### config.mk
export PLATFORM = sky130hd
export DESIGN_NAME = if_fetch_stage
export DESIGN_NICKNAME = d
export VERILOG_FILES = /design/src/rtl/if_fetch_stage.sv
export SDC_FILE = /design/constraint.sdc
export NUM_CORES = 1
export LEC_CHECK = 0
export ABC_AREA = 1
export CAP_MARGIN = 20
export CORE_ASPECT_RATIO = 0.75
export CORE_UTILIZATION = 35
export DETAILED_ROUTE_END_ITERATION = 6
export HOLD_SLACK_MARGIN = 0.12
export SLEW_MARGIN = 0
export SYNTH_ARGS = -nofsm -noshare
export SYNTH_HDL_FRONTEND = slang
export SYNTH_SLANG_ARGS = --single-unit
export TNS_END_PERCENT = 20
### constraint.sdc
create_clock -name clk -period 6.17 [get_ports clk]
set_input_delay 1.234 -clock clk [delete_from_list [all_inputs] [get_ports clk]]
set_output_delay 1.234 -clock clk [all_outputs]
set_load 0.005 [all_outputs]
### src/rtl/if_fetch_stage.sv
// Instruction-fetch stage: owns the PC, issues credit-limited word fetches and queues in-order
// responses for IF_ID. Defining IF_FETCH_PERF_EN adds the perf_fetched_o/perf_stall_o counters.
module if_fetch_stage #(
   parameter logic [31:0] RESET_PC   = 32'h0000_0000,
   parameter int          FIFO_DEPTH = 2
) (
   input  logic        clk,
   input  logic        rst,
   output logic        imem_req_valid_o,
   input  logic        imem_req_ready_i,
   output logic [31:0] imem_req_addr_o,
   input  logic        imem_rsp_valid_i,
   input  logic [31:0] imem_rsp_data_i,
   input  logic        redirect_i,
   input  logic [31:0] redirect_pc_i,
   output logic        id_valid_o,
   input  logic        id_ready_i,
   output logic [31:0] id_instr_o,
   output logic [31:0] id_pc_o
`ifdef IF_FETCH_PERF_EN
   ,
   output logic [31:0] perf_fetched_o,
   output logic [31:0] perf_stall_o
`endif
);
   localparam int            CW       = $clog2(FIFO_DEPTH + 1);
   localparam int            PW       = (FIFO_DEPTH > 1) ? $clog2(FIFO_DEPTH) : 1;
   localparam logic [CW:0]   DEPTH_C  = (CW + 1)'(FIFO_DEPTH);
   localparam logic [PW-1:0] LAST_PTR = PW'(FIFO_DEPTH - 1);

   logic [31:0]   r_pc;
   logic [31:0]   r_rsp_pc;
   logic [31:0]   r_fifo_instr [FIFO_DEPTH];
   logic [31:0]   r_fifo_pc    [FIFO_DEPTH];
   logic [PW-1:0] r_rd_ptr;
   logic [PW-1:0] r_wr_ptr;
   logic [CW-1:0] r_count;
   logic [CW-1:0] r_outstanding;
   logic [CW-1:0] r_discard;

   logic          w_req_fire;
   logic          w_push;
   logic          w_pop;
   logic          w_empty;
   logic          w_full;
   logic [CW:0]   w_credit_used;
   logic [CW-1:0] w_outstanding_nxt;
   logic [31:0]   w_redirect_pc;

   function automatic logic [PW-1:0] ptr_inc(input logic [PW-1:0] p);
      return (p == LAST_PTR) ? '0 : p + PW'(1);
   endfunction

   // Credits cover both in-flight requests and queued entries, so the FIFO can never overflow.
   assign w_redirect_pc     = {redirect_pc_i[31:2], 2'b00};
   assign w_credit_used     = {1'b0, r_outstanding} + {1'b0, r_count};
   assign w_empty           = (r_count == '0);
   assign w_full            = (r_count == CW'(FIFO_DEPTH));
   assign w_req_fire        = imem_req_valid_o && imem_req_ready_i;
   assign w_push            = imem_rsp_valid_i && (r_discard == '0) && !redirect_i;
   assign w_pop             = id_valid_o && id_ready_i;
   assign w_outstanding_nxt = r_outstanding + CW'(w_req_fire) - CW'(imem_rsp_valid_i);

   assign imem_req_valid_o  = !rst && !redirect_i && (w_credit_used < DEPTH_C);
   assign imem_req_addr_o   = r_pc;
   assign id_valid_o        = !w_empty && !redirect_i;
   assign id_instr_o        = w_empty ? '0 : r_fifo_instr[r_rd_ptr];
   assign id_pc_o           = w_empty ? '0 : r_fifo_pc[r_rd_ptr];

   // Control state: PC, FIFO pointers, credit and discard counters
   always_ff @(posedge clk) begin
      if (rst) begin
         r_pc          <= RESET_PC;
         r_rsp_pc      <= RESET_PC;
         r_rd_ptr      <= '0;
         r_wr_ptr      <= '0;
         r_count       <= '0;
         r_outstanding <= '0;
         r_discard     <= '0;
      end else begin
         r_outstanding <= w_outstanding_nxt;
         if (redirect_i) begin
            r_pc      <= w_redirect_pc;
            r_rsp_pc  <= w_redirect_pc;
            r_rd_ptr  <= '0;
            r_wr_ptr  <= '0;
            r_count   <= '0;
            r_discard <= w_outstanding_nxt;
         end else begin
            if (w_req_fire) r_pc <= r_pc + 32'd4;
            if (imem_rsp_valid_i && (r_discard != '0)) r_discard <= r_discard - CW'(1);
            if (w_push) begin
               r_rsp_pc <= r_rsp_pc + 32'd4;
               r_wr_ptr <= ptr_inc(r_wr_ptr);
            end
            if (w_pop) r_rd_ptr <= ptr_inc(r_rd_ptr);
            if (w_push && !w_pop)      r_count <= r_count + CW'(1);
            else if (!w_push && w_pop) r_count <= r_count - CW'(1);
         end
      end
   end

   // Response storage (data only, no reset)
   always_ff @(posedge clk) begin
      if (w_push) begin
         r_fifo_instr[r_wr_ptr] <= imem_rsp_data_i;
         r_fifo_pc[r_wr_ptr]    <= r_rsp_pc;
      end
   end

`ifdef IF_FETCH_PERF_EN
   logic [31:0] r_perf_fetched;
   logic [31:0] r_perf_stall;

   always_ff @(posedge clk) begin
      if (rst) begin
         r_perf_fetched <= '0;
         r_perf_stall   <= '0;
      end else begin
         if (w_pop) r_perf_fetched <= r_perf_fetched + 32'd1;
         if (id_ready_i && !id_valid_o && !redirect_i) r_perf_stall <= r_perf_stall + 32'd1;
      end
   end

   assign perf_fetched_o = r_perf_fetched;
   assign perf_stall_o   = r_perf_stall;
`endif

   a_no_overflow: assert property (@(posedge clk) disable iff (rst) !(w_push && w_full && !w_pop));
   a_counters:    assert property (@(posedge clk) disable iff (rst)
                     (r_discard <= r_outstanding) && ({1'b0, r_outstanding} <= DEPTH_C));

endmodule

---- Word-level counts from Yosys, hierarchy flattened ----
Memory sizes are Yosys's and may differ from the RTL's. A register that Yosys moved wholly into a read port is not among the register bits.
Index checks and enable logic that the tools add are counted.
word-level totals
  memories kept ........................... 2
  RAM bits ................................ 128
  output and inout bits ................... 98
  logic and storage cells ................. 63
  register bits ........................... 72
cells by class
  reductions and logical operators ........ 23
  $add $sub $neg .......................... 10
  muxes and demuxes ....................... 18
  $lt $le $gt $ge ......................... 1
memories
  name          words  width  read ports  clocked after Yosys merged registers in  write ports  RTL line  text
  r_fifo_instr  2      32     1           1                                        1            33        logic [31:0] r_fifo_instr [FIFO_DEPTH];
  r_fifo_pc     2      32     1           1                                        1            34        logic [31:0] r_fifo_pc [FIFO_DEPTH];
operator list
  operator               count
  $mux 32                6
  $add 32x3->32 const B  2
  $logic_and 1x1->1      10
  $reduce_bool 2->1      5
  $mux 1                 8
  $mux 2                 4
  $logic_not 1->1        5
  $logic_not 2->1        2
  $sub 2x1->2 const B    2
  $add 2x2->3            1
  $lt 3x2->1 const B     1
  $add 1x1->1 const B    2
  $add 2x1->2            1
  $add 2x1->2 const B    1
  $reduce_or 2->1        1
  $sub 2x1->2            1

---- Logic depth before layout (Yosys ltp) ----
Gate-level depths: netlist of run 1.
  word-level depth ........................ 7
  depth in mapped cells ................... 14

---- Worst setup path before layout of run 1 ----
No wires, ideal clock.
  path type ............................... input -> register
  from .................................... input redirect_i
  to ...................................... memory r_fifo_instr[0][0] (enable)
  stages on the path ...................... 4
  library setup time ...................... 484 ps
  data required time ...................... 5686 ps
  slack ................................... 1340 ps
  path buffers ............................ 1
  arrival time ............................ 4346 ps
  path through ............................ buf_2 nor2_1 inv_1 nor2_1
on the way
  word-level cells in the longest chain between the ends .. 4
ends and longest elaborated chain
  what                          RTL line  text
  start, declared               14        input logic redirect_i,
  $logic_not 1->1               60        assign w_push = imem_rsp_valid_i && (r_discard == '0) && !redirect_i;
  $logic_and 1x1->1             60
  $mux 1                        105       if (w_push) begin
  $mux 1 (implied by the code)  106       r_fifo_instr[r_wr_ptr] <= imem_rsp_data_i;
  end, declared                 33
Every way passes these cells.

---- Worst setup path after layout of run 1 ----
  from .................................... input redirect_i
  to ...................................... output imem_req_valid_o
on the way
  word-level cells in the longest chain between the ends .. 3
ends and longest elaborated chain
  what                             RTL line  text
  $logic_not 1->1                  64        assign imem_req_valid_o = !rst && !redirect_i && (w_credit_used < DEPTH_C);
  $logic_and 1x1->1 (2 in series)  64
  end, declared                    9         output logic imem_req_valid_o,
Every way passes these cells.

==> results.json, run 1 <==
{
  "core_sq_um": 25200,
  "holdCritPathClass": "flip-flop to flip-flop",
  "ys_seq_area_share_pct": 56.2,
  "crit_required_ns": 4.94,
  "ys_ff_latch": 193,
  "htreeDepth": 4,
  "drive_gt1_share_pct": 4.97,
  "crit_path_max_fanout": 13,
  "ys.flop_type": "edfxtp_1",
  "final_cell_mix": "nand2_1 (372), clkdlybuf4s50_1 (160), edfxtp_1 (124)",
  "async_flop_share_pct": 0,
  "syn-cell-area_sq_um": 9080,
  "synth_cells": 1088,
  "clkPwrFrac_pct": 37.9,
  "cp-startpoint": "redirect_i",
  "grtUsageTotal_pct": 18.9,
  "die_w_um": 188,
  "layout.cells.non_filler": 1586,
  "final_common_cell": "nand2_1",
  "avgSynthCellArea_sq_um": 8.34,
  "rsz0062_at_grt": "false",
  "clock-root-buffer": "clkbuf_16",
  "wl_mm": 25.1,
  "setup_viol": 0,
  "r2r_slack_ns": 3.13,
  "post_cts_buffers": 0,
  "finalPower_mw": 2.96,
  "fin_skew_ns": 0.0121,
  "path_cells": "clkdlybuf4s50_1 -> nor2_4 -> nand3_2 -> inv_1 -> clkdlybuf4s50_1",
  "cpPeakStageDelay_ns": 0.50,
  "antenna_found_initial": 0,
  "slew_headroom_pct": 39.3,
  "fin_nets": 1312,
  "post_cts_resized": 0,
  "ir_drop_v": 0.000219,
  "pwr-share-comb_pct": 11.6,
  "fin_util_pct": 46.0,
  "dp.final_hpwl_mm": 17.3,
  "first_iter_violations": 615,
  "period_needed_ns": 4.14,
  "syn_to_final_growth_pct": 27.9,
  "numCtsBuffers": 17,
  "placed_cells": 1554,
  "rr_endpoint": "r_discard[1]$_SDFFE_PP0P_",
  "timing.final.crit_share_pct": 67.1,
  "ys_types": 37,
  "die_h_um": 141,
  "critPathSlowestCell": "clkdlybuf4s50_1",
  "clk_path_buf_depth": 2,
  "grt_pass1_wl_mm": 38.8,
  "diodes": 0,
  "switching_share_pct": 27.4,
  "initial_utilization_pct": 36.0,
  "cts_hold_buf": 0,
  "place_congestion": 0.864,
  "fin_setup_tns_ns": 0,
  "grt-ovfl-total": 0,
  "rows": 50,
  "reg2reg_depth": 14,
  "netSwitchingPower_uw": 811,
  "status": "finished, final reports clean",
  "p_int_mw": 2.15,
  "clock.fmax_mhz": 242,
  "grt_max_degree": 63,
  "pre_cts_ws_ns": 1.93,
  "p_seq_share_pct": 50.5,
  "clkLatencyLatePin_ns": 0.44,
  "drt_first_pass_iters": 7,
  "crit_type": "primary input to primary output",
  "p_per_area_nw_per_um2": 255,
  "drc": 0,
  "dr_total_vias": 7750,
  "critPathArrivalTime_ns": 2.90,
  "cts.sinks": 193,
  "crit_path_end": "imem_req_valid_o",
  "worst_pin_slew_ns": 0.910,
  "io_pins": 168,
  "vias_per_cell": 4.89,
  "endpoint_kind": "primary output",
  "drv_cap": 0,
  "clk_pin_slew_ns": 0.08,
  "finalMaxSlewViolations": 0,
  "ant_nets": 0,
  "synth_edf_count": 124,
  "wl_per_cell_um": 15.8,
  "grt_pass1_vias": 6998,
  "cts_tree": "built",
  "yosys_warnings": 0,
  "r2r_start": "r_count[0]$_SDFFE_PP0P_",
  "crit_top_cell": "clkdlybuf4s50_1",
  "dieArea_sq_um": 26600,
  "setup_slack_ns": 2.03,
  "worstSetupStartpointType": "primary input",
  "finalHoldViolations": 0,
  "p_leak_nw": 4.24,
  "io_buffers": 161
}
-- layout make-up --
class	instances	area (sq um)
timing repair buffer	169	1670
sequential	193	5110
fill	2440	13600
clock inverter	15	186
multi-input combinational	756	3430
clock buffer	17	425
inverter	98	368
tap	338	423
-- cells by family (layout without fill, tap and decap cells) --
| family | Yosys count | after routing | share of synthesized area (%) |
|---|---|---|---|
| compound gates | 178 | 178 | 10.2 |
| xor+xnor | 18 | 18 | 1.74 |
| fa+ha+maj | 7 | 7 | 1.05 |
| buf+inv | 142 | 299 | 6.29 |
| flops | 193 | 193 | 56.2 |
| other cells | 1 | 4 | 0.0413 |
| simple gates | 549 | 549 | 24.4 |
-- power groups by stage --
stage | clock network [mW] | registers, mW | logic, mW
floorplan | 0 | 1.51 | 0.173
global placement | 0 | 1.52 | 0.339
detailed placement | 0 | 1.53 | 0.344
CTS | 1.15 | 1.50 | 0.346
global route | 1.20 | 1.50 | 0.380
finish | 1.12 | 1.50 | 0.343
-- sequential cells by signal, indices dropped and copies added (netlist names), named ones only --
register and count:
r_count 2, imem_req_addr_o 30, r_fifo_pc 60, r_wr_ptr 1, r_rsp_pc 30, r_outstanding 2, r_rd_ptr 1, r_fifo_instr 64
r_discard 2
-- metrics by stage --
stage                     hold WS, ns  area [sq um]
after floorplan                 0.448          9090
after global placement          0.484         11000
after detailed placement        0.497         11000
after CTS                       0.521         11600
after global routing            0.543         11600
final                           0.514         11600
-- worst min-delay path by stage --
stage	from	endpoint	slack, ns	cells past startpoint
6_report	r_rd_ptr$_SDFFE_PP0P_	r_rd_ptr$_SDFFE_PP0P_	0.51	2
5_1_grt	r_rsp_pc[31]$_SDFFE_PP0P_	r_fifo_pc[1][31]$_DFFE_PP_	0.54	0
4_1_cts	r_rd_ptr$_SDFFE_PP0P_	r_rd_ptr$_SDFFE_PP0P_	0.52	2
3_5_place_dp	r_rd_ptr$_SDFFE_PP0P_	r_rd_ptr$_SDFFE_PP0P_	0.50	2
3_3_place_gp	r_rd_ptr$_SDFFE_PP0P_	r_rd_ptr$_SDFFE_PP0P_	0.48	2
2_1_floorplan	r_rsp_pc[31]$_SDFFE_PP0P_	r_fifo_pc[0][31]$_DFFE_PP_	0.45	0
-- synthesized netlist by cell type, types with 2 or more instances --
master    count  area [sq um]
o21bai_1      2          15.0
o21a_1        2          15.0
nand3b_1      2          15.0
inv_2         4          15.0
dfxtp_1      69          1380
nor3_1        3          15.0
buf_1         2          7.51
o21ai_0      39           195
nand2_1     372          1400
edfxtp_1    124          3720
nor2_4        2          22.5
o22ai_1       4          25.0
nor2_1       97           364
nand4_1      10          62.6
buf_2         6          30.0
buf_4         6          45.0
xnor2_1       5          43.8
ha_1          6          75.1
clkbuf_1     29           109
a21oi_1     116           581
or2_2         2          12.5
xor2_1       13           114
nand3_1      50           250
nor2_2        7          43.8
a31oi_1      12          75.1
inv_1        93           349
-- per-layer routing --
layer | share of wire [%] | routed length, um | vias to the layer above | track usage, %
met5 | 0 | 0 | - | 0
met1 | 49 | 12300 | 3611 | 28.1
li1 | - | - | 3861 | -
met4 | 1.1 | 286 | 0 | 5.18
met2 | 44 | 11100 | 257 | 28.0
met3 | 5.5 | 1370 | 21 | 3.36
-- critical path: cells and delay by family --
| family | cells | cell delay, ns |
|---|---|---|
| buf+inv | 3 | 1.07 |
| simple gates | 2 | 0.59 |
Power figures use the tool's default switching activity.
==> run 2, diff against run 1 <==
==> constraint.sdc (replaced) <==
create_clock -name clk -period 4.3 [get_ports clk]
set_input_delay 0.86 -clock clk [delete_from_list [all_inputs] [get_ports clk]]
set_output_delay 0.86 -clock clk [all_outputs]
set_load 0.005 [all_outputs]
==> results.json, run 2 (synthesis results as in run 1) <==
{
  "die_w_um": 188,
  "numCtsBuffers": 17,
  "placed_area_sq_um": 11000,
  "clock.fmax_mhz": 296,
  "finalMaxSlewViolations": 0,
  "dp.final_hpwl_mm": 17.4,
  "dr_total_vias": 7750,
  "placed_cells": 1557,
  "use_met1_pct": 29.1,
  "grtUsageTotal_pct": 19.2,
  "crit_path_end": "id_instr_o[3]",
  "core_sq_um": 25200,
  "status": "finished, final reports clean",
  "first_iter_violations": 566,
  "holdCritPathClass": "flip-flop to flip-flop",
  "drc": 0,
  "io_pins": 168,
  "timing.final.crit_share_pct": 78.5,
  "wl_mm": 25.0,
  "dieArea_sq_um": 26600,
  "grt_pass1_vias": 7054,
  "critPathArrivalTime_ns": 2.52,
  "antenna_found_initial": 0,
  "initial_utilization_pct": 36.0,
  "clk_path_buf_depth": 2,
  "post_cts_resized": 0,
  "crit_type": "flip-flop to primary output",
  "rows": 50,
  "wl_per_cell_um": 15.8,
  "reg2reg_depth": 9,
  "r2r_start": "r_discard[0]$_SDFFE_PP0P_",
  "htreeDepth": 4,
  "crit_required_ns": 3.44,
  "r2r_slack_ns": 1.80,
  "worstSetupStartpointType": "flip-flop",
  "drive_gt1_share_pct": 5.20,
  "slew_headroom_pct": 45.5,
  "crit_path_max_fanout": 32,
  "final_cell_mix": "nand2_1 (372), clkdlybuf4s50_1 (160), edfxtp_1 (124)",
  "period_needed_ns": 3.38,
  "ant_nets": 0,
  "grt_pass1_wl_mm": 39.4,
  "clock-root-buffer": "clkbuf_16",
  "io_buffers": 161,
  "diodes": 0,
  "post_cts_buffers": 0,
  "top_register": "r_fifo_instr",
  "finalPower_mw": 4.34,
  "cts_hold_buf": 0,
  "die_h_um": 141,
  "fin_nets": 1315,
  "vias_per_cell": 4.88,
  "largest_reg_flops": 64,
  "grt_most_used_layer": "met1",
  "worst_pin_slew_ns": 0.815,
  "layout.cells.non_filler": 1589,
  "setup_viol": 0,
  "drt_first_pass_iters": 5,
  "grt_max_degree": 63,
  "clkLatencyLatePin_ns": 0.44,
  "syn_to_final_growth_pct": 28.8,
  "ir_drop_v": 0.000303,
  "p_per_area_nw_per_um2": 371,
  "cts_tree": "built",
  "num-fill-cells": 2384,
  "place_congestion": 0.930,
  "clk_pin_slew_ns": 0.08,
  "gr-usage-met3_pct": 3.29,
  "rr_endpoint": "r_rsp_pc[26]$_SDFFE_PP0P_",
  "endpoint_kind": "primary output",
  "grt-ovfl-total": 0,
  "final_common_cell": "nand2_1",
  "cts.sinks": 193,
  "fin_skew_ns": 0.0152,
  "grtUsageMet2_pct": 27.8,
  "drv_cap": 0,
  "p_leak_nw": 4.29,
  "finalHoldViolations": 0,
  "top_regs": "r_fifo_instr x64, r_fifo_pc x60",
  "rsz0062_at_grt": "false",
  "final_cell_area_sq_um": 11700
}
-- run 2: worst min-delay path by stage --
stage	end	slack (ns)	from	depth (start not counted)
global route	r_fifo_pc[0][31]$_DFFE_PP_	0.54	r_rsp_pc[31]$_SDFFE_PP0P_	0
global placement	r_rd_ptr$_SDFFE_PP0P_	0.49	r_rd_ptr$_SDFFE_PP0P_	2
detailed placement	r_fifo_pc[0][31]$_DFFE_PP_	0.51	r_rsp_pc[31]$_SDFFE_PP0P_	0
floorplan	r_fifo_pc[0][31]$_DFFE_PP_	0.45	r_rsp_pc[31]$_SDFFE_PP0P_	0
CTS	r_fifo_pc[0][31]$_DFFE_PP_	0.53	r_rsp_pc[31]$_SDFFE_PP0P_	0
finish	r_fifo_pc[0][31]$_DFFE_PP_	0.52	r_rsp_pc[31]$_SDFFE_PP0P_	0
-- run 2: worst max-delay path, cell delays in order, from the launching register on --
cell             delay, ns
dfxtp_2               0.33
inv_2                 0.44
buf_4                 0.45
nand2_1               0.11
a21oi_1               0.17
clkdlybuf4s50_1       0.55
-- run 2: cell type report --
class                      count  area (sq um)  share of cell area, %
clock inverter                15           218                   1.86
clock buffer                  17           425                   3.64
multi-input combinational    756          3430                   29.4
timing repair buffer         172          1710                   14.7
inverter                      98           368                   3.15
tap                          338           423                   3.62
sequential                   193          5110                   43.7
-- run 2: through the flow --
step	setup TNS, ns	setup WS, ns	utilization (%)	hold WS [ns]
6_report	0	0.923	46.4	0.524
5_1_grt	0	0.760	46.4	0.539
4_1_cts	0	0.897	46.4	0.530
3_5_place_dp	0	1.01	43.8	0.513
3_3_place_gp	0	1.04	43.8	0.490
2_1_floorplan	-8.43	-0.136	-	0.448
-- run 2: routing by layer --
layer | up-vias | part of all wire (%)
met2 | 250 | 43
met1 | 3621 | 50
met3 | 17 | 6.1
met5 | - | 0
met4 | 0 | 0.92
li1 | 3862 | -
-- run 2: power breakdown --
part,total [mW],internal [mW],switching [mW]
registers,2.15,2.07,0.0767
clock network,1.70,0.865,0.832
logic,0.498,0.230,0.268
==> run 3, diff against run 2 <==
==> constraint.sdc (replaced) <==
create_clock -name clk -period 2.89 [get_ports clk]
set_input_delay 0.578 -clock clk [delete_from_list [all_inputs] [get_ports clk]]
set_output_delay 0.578 -clock clk [all_outputs]
set_load 0.005 [all_outputs]
==> results.json, run 3 (synthesis results as in run 1) <==
{
  "rr_endpoint": "r_discard[1]$_SDFFE_PP0P_",
  "path_cells": "buf_4 -> nand2_1 -> a21oi_1 -> clkdlybuf4s50_1",
  "p_per_area_nw_per_um2": 541,
  "setup_slack_ns": 0.161,
  "ir_drop_v": 0.000414,
  "clock.fmax_mhz": 366,
  "drive_gt1_share_pct": 5.72,
  "clk_pin_slew_ns": 0.08,
  "timing.final.crit_share_pct": 94.4,
  "drt_first_pass_iters": 6,
  "rows": 50,
  "initial_utilization_pct": 36.0,
  "clk_path_buf_depth": 2,
  "finalPower_mw": 6.37,
  "io_buffers": 161,
  "final_common_cell": "nand2_1",
  "reg2reg_depth": 14,
  "dieArea_sq_um": 26600,
  "wl_per_cell_um": 15.6,
  "clkLatencyLatePin_ns": 0.44,
  "clock-root-buffer": "clkbuf_16",
  "r2r_start": "r_count[0]$_SDFFE_PP0P_",
  "crit_type": "flip-flop to primary output",
  "fin_skew_ns": 0.0114,
  "dp.final_hpwl_mm": 17.5,
  "die_h_um": 141,
  "critPathArrivalTime_ns": 2.15,
  "drc": 0,
  "post_cts_resized": 1,
  "numCtsBuffers": 17,
  "setup_viol": 0,
  "critPathSlowestCell": "dfxtp_4",
  "pre_cts_ws_ns": 0.231,
  "die_w_um": 188,
  "antenna_found_initial": 0,
  "cts_tree": "built",
  "final_cell_area_sq_um": 11800,
  "whs_ns": 0.509,
  "final_cell_mix": "nand2_1 (372), clkdlybuf4s50_1 (160), edfxtp_1 (124)",
  "p_leak_nw": 4.32,
  "cts_hold_buf": 0,
  "finalMaxSlewViolations": 0,
  "grt-ovfl-total": 0,
  "top_register": "r_fifo_instr",
  "vias_per_cell": 4.87,
  "placed_cells": 1564,
  "worstSetupStartpointType": "flip-flop",
  "htreeDepth": 4,
  "grtUsageTotal_pct": 18.9,
  "placed_area_sq_um": 11100,
  "fin_setup_tns_ns": 0,
  "holdCritPathClass": "flip-flop to flip-flop",
  "wl_mm": 24.9,
  "cpPeakStageDelay_ns": 0.55,
  "crit_path_end": "id_instr_o[2]",
  "grt_pass1_wl_mm": 39.0,
  "place_congestion": 0.880,
  "io_pins": 168,
  "grt_pass1_vias": 7155,
  "period_needed_ns": 2.73,
  "top_regs": "r_fifo_instr x64, r_fifo_pc x60",
  "largest_reg_flops": 64,
  "hold_path.startpoint": "r_rd_ptr$_SDFFE_PP0P_",
  "worst_pin_slew_ns": 0.703,
  "endpoint_kind": "primary output",
  "first_iter_violations": 663,
  "rsz0062_at_grt": "false",
  "grt_max_degree": 63,
  "syn_to_final_growth_pct": 29.6,
  "finalHoldViolations": 0,
  "r2r_slack_ns": 0.52,
  "min_path_cells": 2,
  "slew_headroom_pct": 53.1,
  "status": "finished, final reports clean",
  "core_sq_um": 25200,
  "cts.sinks": 193,
  "dr_total_vias": 7778,
  "crit_path_max_fanout": 27,
  "crit_required_ns": 2.31,
  "fin_util_pct": 46.6,
  "layout.cells.non_filler": 1597,
  "drv_cap": 0,
  "fin_nets": 1322,
  "ant_nets": 0,
  "post_cts_buffers": 0
}
## run 3: cell type report
| type | instances | area [sq um] |
|---|---|---|
| diodes | 1 | 2.50 |
| clock buffers | 17 | 425 |
| clock inverters | 15 | 203 |
| fillers | 2411 | 13500 |
| inverters | 98 | 368 |
| multi-input cells | 756 | 3430 |
| flip-flops and latches | 193 | 5110 |
| well taps | 338 | 423 |
| repair buffers | 179 | 1800 |
## run 3: layer usage
| metal | part of all wire [%] | up-vias | global-route usage, % |
|---|---|---|---|
| li1 | - | 3884 | - |
| met1 | 48 | 3597 | 27.3 |
| met2 | 43 | 277 | 28.5 |
| met3 | 7.6 | 20 | 4.50 |
| met4 | 1.1 | 0 | 4.41 |
| met5 | 0 | - | 0 |
## run 3: worst min path at each step
stage	to	slack [ns]
2_1_floorplan	r_fifo_pc[0][31]$_DFFE_PP_	0.45
3_3_place_gp	r_rd_ptr$_SDFFE_PP0P_	0.49
3_5_place_dp	flip-flop	0.49
4_1_cts	r_fifo_pc[0][31]$_DFFE_PP_	0.51
5_1_grt	r_fifo_pc[0][31]$_DFFE_PP_	0.53
6_report	flip-flop	0.51
## run 3: worst max-delay path, delay by kind of cell (launching register included)
| family | cells | cell delay (ns) |
|---|---|---|
| and+or+nand+nor | 1 | 0.08 |
| buffers and inverters | 2 | 0.83 |
| AOI/OAI and AO/OA | 1 | 0.23 |
| DFF | 1 | 0.55 |
## run 3: report_power, final
| group | internal [mW] | switching [mW] | total (mW) |
|---|---|---|---|
| Sequential | 3.08 | 0.120 | 3.20 |
| Clock | 1.19 | 1.22 | 2.41 |
| Combinational | 0.355 | 0.404 | 0.758 |
| Total | 4.62 | 1.74 | 6.37 |
